`src/rtl/button_conditioner.sv`:
```
// Button conditioner: synchronises the active-low front-panel buttons to clk,
// debounces them on debounce ticks, and produces level, press and step
// (press plus auto-repeat) outputs per channel.
module button_conditioner #(
    parameter int NUM_BUTTONS  = 6,
    parameter int STABLE_TICKS = 16,
    parameter int HOLD_TICKS   = 5000,
    parameter int REPEAT_TICKS = 1000,
    parameter int CNT_W        = 13
) (
    input  logic                   clk,
    input  logic                   rst_n,
    input  logic                   tick_in,
    input  logic [NUM_BUTTONS-1:0] buttons_n,
    input  logic [NUM_BUTTONS-1:0] repeat_en,
    output logic [NUM_BUTTONS-1:0] level,
    output logic [NUM_BUTTONS-1:0] press,
    output logic [NUM_BUTTONS-1:0] step
);

    typedef enum logic [2:0] {
        IDLE,
        CONFIRM_PRESS,
        HELD,
        REPEATING,
        CONFIRM_RELEASE
    } state_t;

    localparam logic [CNT_W-1:0] ONE_C    = CNT_W'(1);
    localparam logic [CNT_W-1:0] STABLE_C = CNT_W'(STABLE_TICKS);
    localparam logic [CNT_W-1:0] HOLD_C   = CNT_W'(HOLD_TICKS);
    localparam logic [CNT_W-1:0] REPEAT_C = CNT_W'(REPEAT_TICKS);

    logic [NUM_BUTTONS-1:0] sync1;
    logic [NUM_BUTTONS-1:0] sync2;
    logic [NUM_BUTTONS-1:0] pressed;
    logic                   tick_d;
    logic                   tick;

    state_t           state      [NUM_BUTTONS];
    state_t           state_next [NUM_BUTTONS];
    logic [CNT_W-1:0] cnt        [NUM_BUTTONS];
    logic [CNT_W-1:0] cnt_next   [NUM_BUTTONS];
    logic [CNT_W-1:0] cnt_inc    [NUM_BUTTONS];

    logic [NUM_BUTTONS-1:0] level_next;
    logic [NUM_BUTTONS-1:0] press_next;
    logic [NUM_BUTTONS-1:0] step_next;

    // Two-flop synchroniser on the raw pins plus tick edge-detect register
    always_ff @(posedge clk or negedge rst_n) begin
        if (!rst_n) begin
            sync1  <= '1;
            sync2  <= '1;
            tick_d <= 1'b1;
        end else begin
            sync1  <= buttons_n;
            sync2  <= sync1;
            tick_d <= tick_in;
        end
    end

    assign pressed = ~sync2;
    assign tick    = tick_in & ~tick_d;

    // Per-channel state, counters and registered outputs
    always_ff @(posedge clk or negedge rst_n) begin
        if (!rst_n) begin
            for (int unsigned i = 0; i < NUM_BUTTONS; i++) begin
                state[i] <= IDLE;
                cnt[i]   <= '0;
            end
            level <= '0;
            press <= '0;
            step  <= '0;
        end else begin
            for (int unsigned i = 0; i < NUM_BUTTONS; i++) begin
                state[i] <= state_next[i];
                cnt[i]   <= cnt_next[i];
            end
            level <= level_next;
            press <= press_next;
            step  <= step_next;
        end
    end

    // Next-state, counter and pulse logic; only tick cycles advance a channel
    always_comb begin
        level_next = level;
        press_next = '0;
        step_next  = '0;
        for (int unsigned i = 0; i < NUM_BUTTONS; i++) begin
            state_next[i] = state[i];
            cnt_next[i]   = cnt[i];
            cnt_inc[i]    = cnt[i] + ONE_C;
            if (tick) begin
                unique case (state[i])
                    IDLE: begin
                        if (pressed[i]) begin
                            if (STABLE_C == ONE_C) begin
                                state_next[i] = HELD;
                                cnt_next[i]   = '0;
                                level_next[i] = 1'b1;
                                press_next[i] = 1'b1;
                                step_next[i]  = 1'b1;
                            end else begin
                                state_next[i] = CONFIRM_PRESS;
                                cnt_next[i]   = ONE_C;
                            end
                        end
                    end
                    CONFIRM_PRESS: begin
                        if (!pressed[i]) begin
                            state_next[i] = IDLE;
                            cnt_next[i]   = '0;
                        end else if (cnt_inc[i] == STABLE_C) begin
                            state_next[i] = HELD;
                            cnt_next[i]   = '0;
                            level_next[i] = 1'b1;
                            press_next[i] = 1'b1;
                            step_next[i]  = 1'b1;
                        end else begin
                            cnt_next[i] = cnt_inc[i];
                        end
                    end
                    HELD, REPEATING: begin
                        if (!pressed[i]) begin
                            if (STABLE_C == ONE_C) begin
                                state_next[i] = IDLE;
                                cnt_next[i]   = '0;
                                level_next[i] = 1'b0;
                            end else begin
                                state_next[i] = CONFIRM_RELEASE;
                                cnt_next[i]   = ONE_C;
                            end
                        end else if (!repeat_en[i]) begin
                            // Saturate so a later re-enable steps on the next tick
                            state_next[i] = HELD;
                            cnt_next[i]   = (state[i] == REPEATING || cnt[i] >= HOLD_C)
                                            ? HOLD_C : cnt_inc[i];
                        end else if (cnt_inc[i] >= ((state[i] == HELD) ? HOLD_C : REPEAT_C)) begin
                            state_next[i] = REPEATING;
                            cnt_next[i]   = '0;
                            step_next[i]  = 1'b1;
                        end else begin
                            cnt_next[i] = cnt_inc[i];
                        end
                    end
                    CONFIRM_RELEASE: begin
                        if (pressed[i]) begin
                            state_next[i] = HELD;
                            cnt_next[i]   = '0;
                        end else if (cnt_inc[i] == STABLE_C) begin
                            state_next[i] = IDLE;
                            cnt_next[i]   = '0;
                            level_next[i] = 1'b0;
                        end else begin
                            cnt_next[i] = cnt_inc[i];
                        end
                    end
                    default: begin
                        state_next[i] = IDLE;
                        cnt_next[i]   = '0;
                        level_next[i] = 1'b0;
                    end
                endcase
            end
        end
    end

endmodule
```
`config.mk`:
```
export PLATFORM = sky130hd
export DESIGN_NAME = button_conditioner
export DESIGN_NICKNAME = d
export VERILOG_FILES = /design/src/rtl/button_conditioner.sv
export SDC_FILE = /design/constraint.sdc
export NUM_CORES = 1
export LEC_CHECK = 0
export BUFFER_PORTS_ARGS = -buffer_cell sky130_fd_sc_hd__clkbuf_2
export CORE_MARGIN = 2
export CORE_UTILIZATION = 40
export DETAILED_ROUTE_END_ITERATION = 16
export SLEW_MARGIN = 20
export SYNTH_ARGS = -nofsm -noshare
export SYNTH_HDL_FRONTEND = slang
export SYNTH_SLANG_ARGS = --single-unit
```
`constraint.sdc`:
```
create_clock -name clk -period 4.3 [get_ports clk]
set_clock_uncertainty 0.15 [all_clocks]
set_input_delay 0.86 -clock clk [delete_from_list [all_inputs] [get_ports clk]]
set_output_delay 0.86 -clock clk [all_outputs]
set_load 0.1 [all_outputs]
```
# After elaboration in Yosys (flattened, before gate mapping)
# Index checks and enable logic that the tools add are counted.
# word_totals
register_bits	127
latch_bits	0
mem_bits_rw	0
mem_bits_ro	0
output_inout_bits	18
elab_cells	368
n_memories	0
# op_classes
n_addsub	6
multipliers	0
n_div	0
magnitude_cmp	12
n_eq_ne	78
n_shift	0
n_mux	198
n_bitwise	9
n_reduce_logical	42
# op_table
cell	count
$mux 13	54
$pmux 13 s4	6
$mux 3	48
$add 13x1->13 const B	6
$eq 13x5->1 const B	6
$ge 13x13->1	6
$ge 13x13->1 const B	6
$mux 1	72
$pmux 3 s4	6
$ne 2x2->1 const B	30
$eq 3x2->1 const B	12
$ne 3x3->1 const B	12
$reduce_and 6->1	6
$reduce_and 5->1	6
$ne 4x4->1 const B	6
$eq 3x1->1 const B	6
$eq 3x3->1 const B	6
$logic_not 3->1	6
$pmux 1 s3	6
$reduce_or 3->1	6
$pmux 1 s2	6
$reduce_and 2->1	6
$reduce_or 2->1	6
$not 1->1	7
3 further kinds	8

# Depth between registers and ports, before layout
# logic_depth
word_depth	8
mapped_depth	15
ltp_nobuf	14

# Worst setup path after synthesis
# OpenSTA, ideal clock, no wires.
# synth_timing
path_kind	register -> register
from	register cnt[1] in the netlist's numbering
to	register state[1] in the netlist's numbering
setup_ps	131
arrival_ps	3046
required_time_ps	4019
slack_ps	973
path_stages_with_launch	14
cell_sequence	dfrtp_1 -> ha_1 -> and2_0 -> clkbuf_1 -> nand4_1 -> xnor2_1 -> ha_1 -> a21oi_1 -> o21ai_0 -> a32o_1 -> a211oi_1 -> nand3b_2 -> mux2_1 -> or3_1
# synth_via
elab_chain_len	4
# synth_rtl
item	line	text
start, declared	42	logic [CNT_W-1:0] cnt [NUM_BUTTONS];
start signal, assigned by index	79	cnt[i] <= cnt_next[i];
$add 13x1->13 (*)	95	cnt_inc[i] = cnt[i] + ONE_C;
$ge 13x13->1 / $eq 13x5->1 (equally long branches)	141, 116, 153	
$ne 4x4->1 (no line) / $ne 3x3->1 (equally long branches)	n/a	
$reduce_and 5->1 (no line) (*)	n/a	
end signal, assigned by index	78	state[i] <= state_next[i];
end, declared	40	state_t state [NUM_BUTTONS];
# Mark *: on every way between the ends. The rest lies on a longest branch, timed or not.
# A chain may end at the register's enable or synchronous reset.

# Worst setup path after layout
# layout_timing
from	register cnt[0] in the netlist's numbering
to	register state[1] in the netlist's numbering
# Same word-level chain as after synthesis.

==> results.yml <==
setup_path:
  worstSetupPathType: "register to register"
  start_kind: "register"
  worst_ep_required_time_ns: 4.46
  worst_ep_arrival_time_ns: 3.93
  crit_fanout: 9
  crit_path_end_kind: "register"
yosys:
  synth.avg_cell_area_um2: 8.312
  synth_seq_cells: 127
  synth_edf_count: 0
  synthCells: 1150
  syn_nets: 1195
  netlist_area_um2: 9559
  yosysTopAreaCell: "dfrtp_1"
  yosys-top-cells-area: "dfrtp_1 (30%), nand2_1 (4.4%), o21ai_0 (4.0%)"
  ys_seq_area_share_pct: 33.42
  synthTopCellsByCount: "dfrtp_1 (114), nand2_1 (112), o21ai_0 (77)"
  async_flop_share_pct: 100.0
  synthFlopType: "dfrtp_1"
  yosys.area.top_type_share_pct: 29.84
  yosysMostFrequentCell: "dfrtp_1"
  synth_cell_types: 102
  yosysWarnings: 0
route:
  routedWlPerCell_um: 16.24
  drt_iter0_markers: 766
  wirelength_met1_um: 11530
  wl_um: 23890
  met2_length_um: 10940
  top_layer_used: "met4"
  detail-route-antenna-nets: 0
  avgViaCountPerCell: 5.928
  drc: 0
  first_pass_iters: 5
  num_vias: 8720
  met3WireLength_um: 907
layout:
  diodes: 0
  final_nets: 1184
  postLayoutCellArea_um2: 10450
  fill_cells: 2260
  final_cells: 1471
  syn_to_final_growth_pct: 9.267
  multiInputGateArea_um2: 5837
  drive_above_1_share_pct: 12.41
  seq_area_um2: 3194
global_route:
  first_global_vias: 8008
  gr-total-overflow: 0
  antenna_found_initial: 0
  grt_pass1_wl_um: 40360
  grt_start_max_net_pins: 75
  grt_usage_pct: 19.83
timing:
  max_freq_ghz: 0.2651
  slew-limit-headroom_pct: 38.35
  period_minus_slack_ns: 3.772
  tns_ns: 0
  worst_pin_slew_ns: 0.9162
  final-max-slew-violation-count: 0
  setup_viol: 0
  rsz0062_at_grt: "false"
  final_hold_viol_count: 0
  setup_ws_ns: 0.5279
  fin_crit_sh_pct: 87.72
pwr:
  total_power_mw: 5.065
  p_leak_nw: 4.335
  p_per_area_nw_per_um2: 484.9
  ir_worst_vdd_uv: 248.3
floorplanning:
  fp.coreArea_um2: 23470
  io_pins: 33
  start_util_pct: 40.72
  die-width_um: 158.6
  chipHeight_um: 158.6
  dieArea_um2: 25150
  rows: 56
clocking:
  hold_buffers: 0
  path_clk_slew_ns: 0.06
  cts_made_buffers: 17
  cts_root_buf: "clkbuf_16"
  htreeDepth: 4
  clk_latency_ns: 0.43
  cts.sink_count: 127
  cts_tree: "done"
  cts.repair.resized: 0
  post-cts-setup-buffers: 0
  clockBufferDepth: 2
min_path:
  min_path_type: "register to register"
place:
  port_buffers: 32
  dp_hpwl_um: 16750
  dp_worst_setup_slack_ns: 0.5666
  gp_congestion: 0.8618
  dp.cells: 1439
  dpl_cell_area_um2: 9848
status:
  status: "complete, no violations"
job:
  drv_cap: 0
## cell type report
cell class	count	share of cell area [%]
repair buffers	43	2.384
well taps	319	3.821
multi-input cells	905	55.88
clock buffers	18	4.109
inverters	45	1.617
clock inverters	14	1.605
flip-flops and latches	127	30.58
## critical path, stage by stage (launching register included)
cell and delay (ns):
dfrtp_1 0.48, ha_1 0.29, and2_0 0.34, nand4_1 0.16, xnor2_1 0.31, ha_1 0.30, a21oi_1 0.13, o21ai_0 0.12
a32o_1 0.29, a211oi_1 0.22, nand3b_2 0.20, mux2_1 0.33, or3_1 0.34
## placed cells by master (no fill, tap or decap), types with 10 or more instances in the layout
| cell type | netlist | final |
|---|---|---|
| dfrtp_1 | 114 | 114 |
| nand2_1 | 112 | 112 |
| o21ai_0 | 77 | 77 |
| a21oi_1 | 76 | 76 |
| nor2_1 | 71 | 71 |
| nand3_1 | 58 | 58 |
| inv_1 | 44 | 44 |
| nor3_1 | 33 | 33 |
| clkbuf_2 | 1 | 31 |
| a31oi_1 | 30 | 30 |
| ha_1 | 30 | 30 |
| and3_1 | 23 | 23 |
| nand4_1 | 21 | 21 |
| a211o_1 | 20 | 20 |
| nand2b_1 | 19 | 19 |
| nor4_1 | 19 | 19 |
| or3_1 | 17 | 17 |
| clkbuf_16 | 0 | 17 |
| and2_1 | 15 | 15 |
| a21o_1 | 15 | 15 |
| xnor2_1 | 14 | 14 |
| nor2b_1 | 14 | 13 |
| nor3b_1 | 13 | 13 |
| dfstp_2 | 13 | 13 |
| or2_2 | 12 | 12 |
| xor2_1 | 11 | 11 |
| o31ai_1 | 11 | 11 |
| a211oi_1 | 11 | 11 |
| buf_4 | 8 | 11 |
| and4_1 | 10 | 10 |
## worst paths after layout
kind	slack (ns)	start	endpoint	cells past startpoint
hold reg to reg	0.21	sync1[3]	sync2[3]	0
hold / removal	0.21	sync1[3]	sync2[3]	0
min in group asynchronous	0.31	rst_n	cnt[15]	1
setup / recovery	0.53	cnt[0]	state[1]	12
setup reg to reg	0.53	cnt[0]	state[1]	12
max in group asynchronous	2.80	rst_n	sync2[5]	2
## state kept, by name, summed over array words and instances, names as in the netlist
register,cells
press,6
tick_d,1
cnt,78
sync2,6
level,6
state,18
step,6
sync1,6
## stage by stage
stage,hold WS (ns),util (%)
finish,0.2055,44.50
CTS,0.2064,44.50
floorplan,0.1952,-
global route,0.2118,44.50
detailed placement,0.1975,41.96
global placement,0.1959,41.96
## layer usage
| metal | track usage (%) | vias to the layer above |
|---|---|---|
| li1 | - | 4278 |
| met1 | 27.88 | 4218 |
| met2 | 30.92 | 196 |
| met3 | 2.722 | 28 |
| met4 | 7.636 | 0 |
| met5 | 0 | - |
## logic make-up after synthesis
logic type	count (synthesis)	share of synthesized area (%)
compound gates	355	25.75
xor+xnor	26	2.461
fa+ha+maj	30	3.927
buf+inv	118	5.550
flops	127	33.42
mux	16	1.767
simple gates	478	27.13
## power by group
group | total, mW | internal, mW | leakage (nW) | switching [mW]
logic | 1.69 | 0.645 | 2.38 | 1.05
clock network | 1.49 | 0.910 | 0.286 | 0.578
registers | 1.88 | 1.42 | 1.67 | 0.464
total | 5.07 | 2.97 | 4.33 | 2.09
No activity file was read; power rests on OpenSTA's default activity.
